==> config.mk <==
export PLATFORM = sky130hd
export DESIGN_NAME = mult_arbiter
export DESIGN_NICKNAME = d
export VERILOG_FILES = /design/src/rtl/mult_arbiter_pkg.sv /design/src/rtl/mult_arbiter_rr_arb2.sv /design/src/rtl/mult_arbiter.sv
export SDC_FILE = /design/constraint.sdc
export NUM_CORES = 1
export LEC_CHECK = 0
export ABC_AREA = 1
export CAP_MARGIN = 25
export CORE_MARGIN = 1.5
export CORE_UTILIZATION = 45
export DETAILED_ROUTE_END_ITERATION = 6
export PLACE_DENSITY = 0.84
export SETUP_SLACK_MARGIN = 0.15
export SYNTH_ARGS = -nofsm -noshare
export SYNTH_HDL_FRONTEND = slang
export SYNTH_SLANG_ARGS = --single-unit
==> constraint.sdc <==
create_clock -name clk -period 3 [get_ports clk]
set_input_delay 0.45 -clock clk [delete_from_list [all_inputs] [get_ports clk]]
set_output_delay 0.45 -clock clk [all_outputs]
set_load 0.02 [all_outputs]
==> src/rtl/mult_arbiter_pkg.sv <==
// Shared definitions for the two-requester multiplier arbiter.
//   - default operand width and multiplier latency
//   - binary-encoded FSM state type
package mult_arbiter_pkg;

    localparam int W_DEF        = 16;
    localparam int MULT_LAT_DEF = 16;

    typedef enum logic [1:0] {
        S_IDLE = 2'd0,
        S_LOAD = 2'd1,
        S_BUSY = 2'd2,
        S_RESP = 2'd3
    } state_t;

endpackage

==> src/rtl/mult_arbiter_rr_arb2.sv <==
// rr_arb2: combinational two-way round-robin pick.
//   v0, v1 : request valids
//   last   : id served most recently; the other requester wins a tie
//   gnt0/1 : one-hot (or zero) grant
module rr_arb2 (
    input  logic v0,
    input  logic v1,
    input  logic last,
    output logic gnt0,
    output logic gnt1
);

    assign gnt0 = v0 & (~v1 |  last);
    assign gnt1 = v1 & (~v0 | ~last);

endmodule

==> src/rtl/mult_arbiter.sv <==
// mult_arbiter: shares one fixed-latency sequential signed multiplier between
// two valid/ready requesters with round-robin grants.
//   clk, rst_n                : clock, async active-low reset
//   reqN_valid/x/y/ready      : requester N operand handshake (N = 0, 1)
//   rsp_valid/id/o, rsp_ready : tagged 2W product handshake to the consumer
//   mul_x/mul_y/mul_l         : registered operands and one-cycle load pulse
//   mul_o                     : multiplier result, valid MULT_LAT cycles after load
module mult_arbiter
    import mult_arbiter_pkg::*;
#(
    parameter int W        = W_DEF,
    parameter int MULT_LAT = MULT_LAT_DEF
) (
    input  logic           clk,
    input  logic           rst_n,
    input  logic           req0_valid,
    input  logic [W-1:0]   req0_x,
    input  logic [W-1:0]   req0_y,
    output logic           req0_ready,
    input  logic           req1_valid,
    input  logic [W-1:0]   req1_x,
    input  logic [W-1:0]   req1_y,
    output logic           req1_ready,
    output logic           rsp_valid,
    output logic           rsp_id,
    output logic [2*W-1:0] rsp_o,
    input  logic           rsp_ready,
    output logic [W-1:0]   mul_x,
    output logic [W-1:0]   mul_y,
    output logic           mul_l,
    input  logic [2*W-1:0] mul_o
);

    localparam int             CW       = $clog2(MULT_LAT + 1);
    localparam logic [CW-1:0]  CNT_LAST = CW'(MULT_LAT - 1);

    state_t          r_state;
    state_t          w_nxt;
    logic [CW-1:0]   r_cnt;
    logic            r_last;
    logic            r_id;
    logic [W-1:0]    r_mul_x;
    logic [W-1:0]    r_mul_y;
    logic [2*W-1:0]  r_rsp_o;

    logic w_gnt0, w_gnt1;
    logic w_hs0, w_hs1;
    logic w_done;

    rr_arb2 u_rr (
        .v0   (req0_valid),
        .v1   (req1_valid),
        .last (r_last),
        .gnt0 (w_gnt0),
        .gnt1 (w_gnt1)
    );

    // Grants are only exposed while idle, so nothing is accepted mid-operation.
    assign req0_ready = (r_state == S_IDLE) & w_gnt0;
    assign req1_ready = (r_state == S_IDLE) & w_gnt1;
    assign w_hs0      = req0_valid & req0_ready;
    assign w_hs1      = req1_valid & req1_ready;
    assign w_done     = (r_state == S_BUSY) && (r_cnt == CNT_LAST);

    assign mul_l     = (r_state == S_LOAD);
    assign mul_x     = r_mul_x;
    assign mul_y     = r_mul_y;
    assign rsp_valid = (r_state == S_RESP);
    assign rsp_id    = r_id;
    assign rsp_o     = r_rsp_o;

    always_comb begin
        w_nxt = r_state;
        case (r_state)
            S_IDLE: if (w_hs0 | w_hs1) w_nxt = S_LOAD;
            S_LOAD: w_nxt = S_BUSY;
            S_BUSY: if (w_done) w_nxt = S_RESP;
            S_RESP: if (rsp_ready) w_nxt = S_IDLE;
            default: w_nxt = S_IDLE;
        endcase
    end

    always_ff @(posedge clk or negedge rst_n) begin
        if (!rst_n) begin
            r_state <= S_IDLE;
            r_cnt   <= '0;
            r_last  <= 1'b1;
            r_id    <= 1'b0;
            r_mul_x <= '0;
            r_mul_y <= '0;
            r_rsp_o <= '0;
        end else begin
            r_state <= w_nxt;
            case (r_state)
                S_IDLE: begin
                    if (w_hs0 | w_hs1) begin
                        r_mul_x <= w_hs1 ? req1_x : req0_x;
                        r_mul_y <= w_hs1 ? req1_y : req0_y;
                        r_id    <= w_hs1;
                    end
                end
                S_LOAD: r_cnt <= '0;
                S_BUSY: begin
                    // Final increment reaches MULT_LAT, which still fits in CW bits.
                    r_cnt <= r_cnt + CW'(1);
                    if (w_done) begin
                        r_rsp_o <= mul_o;
                        r_last  <= r_id;
                    end
                end
                default: ;
            endcase
        end
    end

endmodule

Yosys cells after proc, flatten, opt, wreduce, memory -nomap -nowiden
Cells that the tools add are included.

Flip-flop bits (word level): 73. Input port bits: 101. Logic and storage cells: 40.

Add/sub/neg operators: 1. Eq/ne operators: 7. Muxes and demuxes: 7. Bitwise gates (word level): 12. Reductions and logical operators: 6.

Operator list (number): $mux 16 (2); $pmux 5 s2 (1); $pmux 2 s4 (1); $and 1x1->1 (6); $mux 2 (3); $add 5x1->5 const B (1); $eq 5x4->1 const B (1); $eq 2x2->1 const B (2); $ne 2x1->1 const B (2); $reduce_and 2->1 (2); $not 1->1 (3); $or 1x1->1 (3); $reduce_and 3->1 (1); $eq 2x1->1 const B (1); $logic_not 2->1 (1); $ne 2x2->1 const B (1); $reduce_bool 2->1 (1); $logic_and 1x1->1 (1).

Logic depth before layout (Yosys ltp)
Gate-level depths: netlist (run 1).

Depth in word-level cells: 8. Mapped depth: 9.

By module
Synthesis (run 1) repeated with hierarchy kept, for this count alone.

Cell total of the unflattened synthesis: 347. Area, all modules: 3408.3 µm².

Modules (own cells, without submodules): mult_arbiter (instances 1, cells each 343, area each 3380.7 µm², seq. area each 1828.0 µm²); rr_arb2 (instances 1, cells each 4, area each 27.5 µm², seq. area each 0.0 µm²).

Worst setup path after synthesis (run 1)
Ideal clock, no wire load.

Path type: flip-flop to output port. From: register r_state[0]. To: output req1_ready. Arrival time: 1.220 ns. Slack: 1.330 ns. Cell stages (with the launch flop): 8. Cells stage by stage: dfrtp_1 inv_1 ha_1 nand2_1 inv_2 nand2_4 buf_6 inv_1.

Cells in the longest elaborated chain, start to end: 2.

Ends and longest elaborated chain: start, declared (RTL line mult_arbiter.sv:37) `state_t r_state;`; start signal, assigned (RTL line mult_arbiter.sv:93) `r_state <= w_nxt;`; $logic_not 2->1 (RTL line mult_arbiter.sv:60) `assign req1_ready = (r_state == S_IDLE) & w_gnt1;`; $and 1x1->1 (RTL line mult_arbiter.sv:60); end, declared (RTL line mult_arbiter.sv:23) `output logic req1_ready,`.

No other way between the ends.

Final worst setup path (run 1)
Ends and elaborated chain as after synthesis.

==> results.sh, run 1 <==
export IMPL_syn_area_um2=3640
export IMPL_critical_path_max_stage_delay_ns=0.61
export IMPL_cp_end_kind="output pin"
export IMPL_timing_final_crit_period_ns=2.46
export IMPL_layout_drive_gt1_share_pct=4.16
export IMPL_arrival_ns=2.01
export IMPL_hold_class="in -> async"
export IMPL_synth_most_common_cell="nand2_1"
export IMPL_numCtsBuffers=9
export IMPL_dieWidth_um=92.9
export IMPL_powerDensity_nw_per_um2=757
export IMPL_clock_path_buffers=2
export IMPL_grt_max_degree=74
export IMPL_antenna_cells=0
export IMPL_ir_drop_mv=0.301
export IMPL_start_kind="flop"
export IMPL_drt_total_wl_mm=9.73
export IMPL_power_leakage_nw=2.83
export IMPL_synth_nets=591
export IMPL_grt_overflow=0
export IMPL_setup_tns_ns=0
export IMPL_start_util_pct=46.8
export IMPL_crit_fanout=4
export IMPL_tightest_slew_ns=0.930
export IMPL_gp_congestion=0.773
export IMPL_fp_coreArea_um2=7770
export IMPL_critPathSlowestCell="clkdlybuf4s50_1"
export IMPL_yosysWarningCount=0
export IMPL_maxCapViolCount=0
export IMPL_fin_hold_ws_ns=0.224
export IMPL_synth_edf_count=0
export IMPL_status="complete, no violations"
export IMPL_worstSkewPairLatency_ns=0.33
export IMPL_io_buffer_count=169
export IMPL_rsz0062_at_grt="false"
export IMPL_drc=0
export IMPL_grt_pass1_wl_mm=16.0
export IMPL_synth_area_leader_cell="dfrtp_1"
export IMPL_maxSlewViolCount=0
export IMPL_slew_headroom_pct=37.9
export IMPL_ys_flop_type="dfrtp_1"
export IMPL_timing_final_crit_share_pct=81.9
export IMPL_antenna_found_initial=0
export IMPL_cp_common_cell="inv_1"
export IMPL_hold_viol_final=0
export IMPL_drt_iter0_markers=127
export IMPL_rrSetupSlack_ns=1.06
export IMPL_synth_top_area_share_pct=49.5
export IMPL_synthCells=483
export IMPL_grt_pass1_vias=3556
export IMPL_die_y_um=92.9
export IMPL_cts_sinks=73
export IMPL_skew_ns=0.0103
export IMPL_finalNonFillerCells=751
export IMPL_synthTopCellsByArea="dfrtp_1, nand2_1, nand3_1"
export IMPL_hold_buffers=0
export IMPL_post_cts_buffers=0
export IMPL_setup_viol=0
export IMPL_synth_common_cells="nand2_1, nand3_1, inv_1"
export IMPL_post_cts_resized=0
export IMPL_area_growth_synth_to_final_pct=53.7
export IMPL_via_per_inst=4.75
export IMPL_cp_cell_sequence="inv_1, ha_1, nand2_1, inv_2, nand2_4, inv_1, clkdlybuf4s50_1"
export IMPL_cp_required_ns=2.55
export IMPL_gr_usage_all_layers_pct=23.3
export IMPL_row_count=32
export IMPL_path_class="reg -> out"
export IMPL_async_flop_share_pct=100
export IMPL_wl_per_cell_um=13.0
export IMPL_path_clk_slew_ns=0.07
export IMPL_ys_seq_area_share_pct=50.2
export IMPL_htree_levels=3
export IMPL_total_power_mw=4.23
export IMPL_ios=170
export IMPL_vias=3566
export IMPL_cts_tree="built"
export IMPL_place_ws_ns=0.709
export IMPL_ys_seq_elements=73
export IMPL_dr_pass1_iters=5
export IMPL_die_area_um2=8630
export IMPL_setup_slack_ns=0.543
export IMPL_dp_cells=735
export IMPL_ant_nets=0
export IMPL_synth_cell_types=20
export IMPL_syn_area_per_cell_um2=7.53
export IMPL_fmax_mhz=407
export IMPL_fin_nets=752
export IMPL_hpwl_mm=7.13
export IMPL_root_buffer="clkbuf_8"
-- placed cells by master, fill, tap and decap left out, types with 3 or more instances in the layout --
cell type / Yosys / final
a21oi_1: 3 / 3
buf_4: 3 / 9
bufinv_16: 0 / 3
clkbuf_8: 0 / 9
clkdlybuf4s50_1: 0 / 168
dfrtp_1: 72 / 72
ha_1: 7 / 7
inv_1: 77 / 77
nand2_1: 180 / 180
nand3_1: 99 / 99
nor2_1: 7 / 7
-- path summary, 6_finish.rpt --
check                            from    endpoint  cells past startpoint
max in group asynchronous       rst_n    rsp_o[0]                      1
max                        r_state[0]  req1_ready                      7
min                             rst_n    mul_x[7]                      1
min reg2reg                  rsp_o[9]    rsp_o[9]                      2
min in group clk             rsp_o[9]    rsp_o[9]                      2
max reg2reg                  r_cnt[0]      r_last                      8
-- layout make-up --
class	count	area (µm²)
fillers	601	2170
flip-flops and latches	73	1830
clock inverters	5	104
clock buffers	11	131
inverters	78	293
repair buffers	177	1750
multi-input cells	305	1360
well taps	102	128
-- per-stage QoR --
step	utilization (%)	instance area [µm²]
after floorplan	-	3640
after global placement	69.0	5360
after detailed placement	69.0	5360
after CTS	72.0	5590
after global routing	72.0	5590
final	72.0	5590
-- worst max-delay path: cells and delay by family, from the launching register on --
kind,cells,cell delay [ns]
DFF,1,0.42
adders and majority gates,1,0.22
and+or+nand+nor,2,0.15
buffers and inverters,4,0.88
-- flip-flops by register name (all words and copies together), names as in the netlist --
name,cells
rsp_o,32
mul_x,16
mul_y,16
r_cnt,5
r_state,2
r_last,1
rsp_id,1
-- where the power goes --
| part | internal (mW) | total [mW] | switching [mW] | leakage [nW] |
|---|---|---|---|---|
| Combinational | 0.828 | 1.96 | 1.13 | 1.93 |
| Sequential | 1.24 | 1.38 | 0.144 | 0.785 |
| Clock | 0.553 | 0.889 | 0.336 | 0.118 |
| Total | 2.62 | 4.23 | 1.61 | 2.83 |
-- cells by family (layout without fill, tap and decap cells) --
logic type / after synthesis / in the layout / synth area share, %
simple gates: 292 / 292 / 34.1
buf+inv: 105 / 271 / 12.4
flops: 73 / 73 / 50.2
fa+ha+maj: 7 / 7 / 2.41
compound gates: 6 / 6 / 0.860
-- routing by layer --
layer,GRT usage [%],up-vias,part of all wire [%]
met1,28.8,1601,42
met5,0,-,0
met2,39.4,149,48
met3,4.84,21,7.7
met4,9.85,0,2.4
li1,-,1795,-
(Power assumes the default switching activity.)
==> inputs of run 2 (changes only) <==
- CORE_UTILIZATION: 45 -> 37
- PLACE_DENSITY: 0.84 -> 0.73
- clock period: 3 -> 2.2 ns (I/O delays scaled with it)
==> run 2 against run 1 <==
Utilization down 14 points. Combinational power up 38%. Via count up 1.7%. Non-clock buffer count up 3. Sequential share of layout area down 0.10 points.
==> results.sh, run 2 (same netlist as run 1, synthesis figures left out) <==
export IMPL_ios=170
export IMPL_gr_usage_all_layers_pct=19.8
export IMPL_path_clk_slew_ns=0.08
export IMPL_dr_pass1_iters=4
export IMPL_hold_class="in -> async"
export IMPL_place_ws_ns=0.174
export IMPL_cp_cell_sequence="inv_1, ha_1, clkdlybuf4s50_1"
export IMPL_die_area_um2=10400
export IMPL_rsz0062_at_grt="false"
export IMPL_drc=0
export IMPL_multi_input_area_um2=1360
export IMPL_finalNonFillerCells=784
export IMPL_clkPwrFrac_pct=18.6
export IMPL_antenna_cells=0
export IMPL_start_kind="flop"
export IMPL_rrSetupSlack_ns=0.34
export IMPL_post_dp_cell_area_um2=5420
export IMPL_antenna_found_initial=0
export IMPL_powerDensity_nw_per_um2=1010
export IMPL_cp_end_kind="output pin"
export IMPL_timing_final_crit_share_pct=89.7
export IMPL_fin_hold_ws_ns=0.117
export IMPL_vias=3625
export IMPL_grt_overflow=0
export IMPL_p_sw_share_pct=39.6
export IMPL_numCtsBuffers=9
export IMPL_finish_utilization_pct=58.2
export IMPL_p_switching_mw=2.24
export IMPL_hpwl_mm=7.63
export IMPL_reg2reg_depth=9
export IMPL_die_y_um=102
export IMPL_row_count=36
export IMPL_final_common_cell="nand2_1"
export IMPL_setup_viol=0
export IMPL_maxCapViolCount=0
export IMPL_gp_congestion=0.798
export IMPL_clock_path_buffers=2
export IMPL_via_per_inst=4.62
export IMPL_timing_final_crit_period_ns=1.97
export IMPL_fillers=896
export IMPL_drt_total_wl_mm=10.5
export IMPL_path_class="reg -> out"
export IMPL_tightest_slew_ns=0.919
export IMPL_wl_per_cell_um=13.4
export IMPL_grt_max_degree=74
export IMPL_finalInstanceArea_um2=5610
export IMPL_critical_path_max_stage_delay_ns=0.62
export IMPL_grt_pass1_wl_mm=16.2
export IMPL_p_int_mw=3.41
export IMPL_arrival_ns=1.64
export IMPL_layout_drive_gt1_share_pct=4.92
export IMPL_seq_area_um2=1830
export IMPL_fin_nets=755
export IMPL_dp_cells=769
export IMPL_status="complete, no violations"
export IMPL_root_buffer="clkbuf_8"
export IMPL_hold_viol_final=0
export IMPL_fmax_mhz=507
export IMPL_worstSkewPairLatency_ns=0.34
export IMPL_post_cts_buffers=0
export IMPL_setup_slack_ns=0.226
export IMPL_area_growth_synth_to_final_pct=54.2
export IMPL_htree_levels=3
export IMPL_dieWidth_um=102
export IMPL_pwr_share_seq_pct=33.5
export IMPL_slew_headroom_pct=38.7
export IMPL_worstReg2RegStart="r_cnt[0]"
export IMPL_grt_pass1_vias=3457
export IMPL_drt_iter0_markers=153
export IMPL_power_leakage_nw=2.83
export IMPL_cts_sinks=73
export IMPL_maxSlewViolCount=0
export IMPL_setup_tns_ns=0
export IMPL_ir_drop_mv=0.496
export IMPL_ant_nets=0
export IMPL_final_cell_mix="nand2_1, clkdlybuf4s50_1, nand3_1"
export IMPL_critPathSlowestCell="clkdlybuf4s50_1"
export IMPL_skew_ns=0.0109
export IMPL_start_util_pct=37.7
export IMPL_total_power_mw=5.65
export IMPL_io_buffer_count=169
export IMPL_r2r_end="r_state[0]"
export IMPL_largest_reg_flops=32
export IMPL_combinationalPowerShare_pct=48.0
export IMPL_crit_fanout=4
export IMPL_cts_tree="built"
export IMPL_cp_required_ns=1.87
export IMPL_fp_coreArea_um2=9640
==> run 2: worst max-delay path by stage <==
stage	end	depth (start not counted)	start	slack (ns)
floorplan	rsp_o[0]	8	r_cnt[0]	0.62
global placement	req1_ready	6	req1_valid	0.19
detailed placement	req1_ready	6	req1_valid	0.17
CTS	req1_ready	7	r_state[0]	0.12
global route	mul_l	3	r_state[1]	0.16
finish	mul_l	3	r_state[1]	0.23
==> run 2: layout make-up <==
type / count / area share, %
Clock buffer: 12 / 2.77
Clock inverter: 3 / 0.714
Inverter: 78 / 5.22
Multi-Input combinational cell: 305 / 24.3
Sequential cell: 73 / 32.6
Tap cell: 133 / 2.97
Timing Repair Buffer: 180 / 31.5
==> run 2: repair_timing <==
item                       4_1_cts  5_1_grt
hold buffers                     0        0
resized for setup                2        3
setup endpoints to repair        2        2
==> run 2: worst max-delay path: cells and delay by family (launching register included) <==
kind	cells	cell delay, ns
fa+ha+maj	1	0.16
buf+inv	2	0.74
flops	1	0.41
==> run 2: power groups by stage <==
stage / clock, mW / sequential (mW) / combinational [mW]
floorplan: 0 / 2.27 / 1.20
global placement: 0 / 1.89 / 2.67
detailed placement: 0 / 1.92 / 2.72
CTS: 1.08 / 1.89 / 2.73
global route: 1.14 / 1.93 / 2.99
finish: 1.05 / 1.89 / 2.71
==> run 2: per-layer routing <==
metal,global-route usage [%],vias to the layer above,wire length [µm]
li1,-,1800,-
met5,0,-,0
met1,24.5,1670,4400
met2,33.1,139,5040
met3,5.27,16,886
met4,7.80,0,187
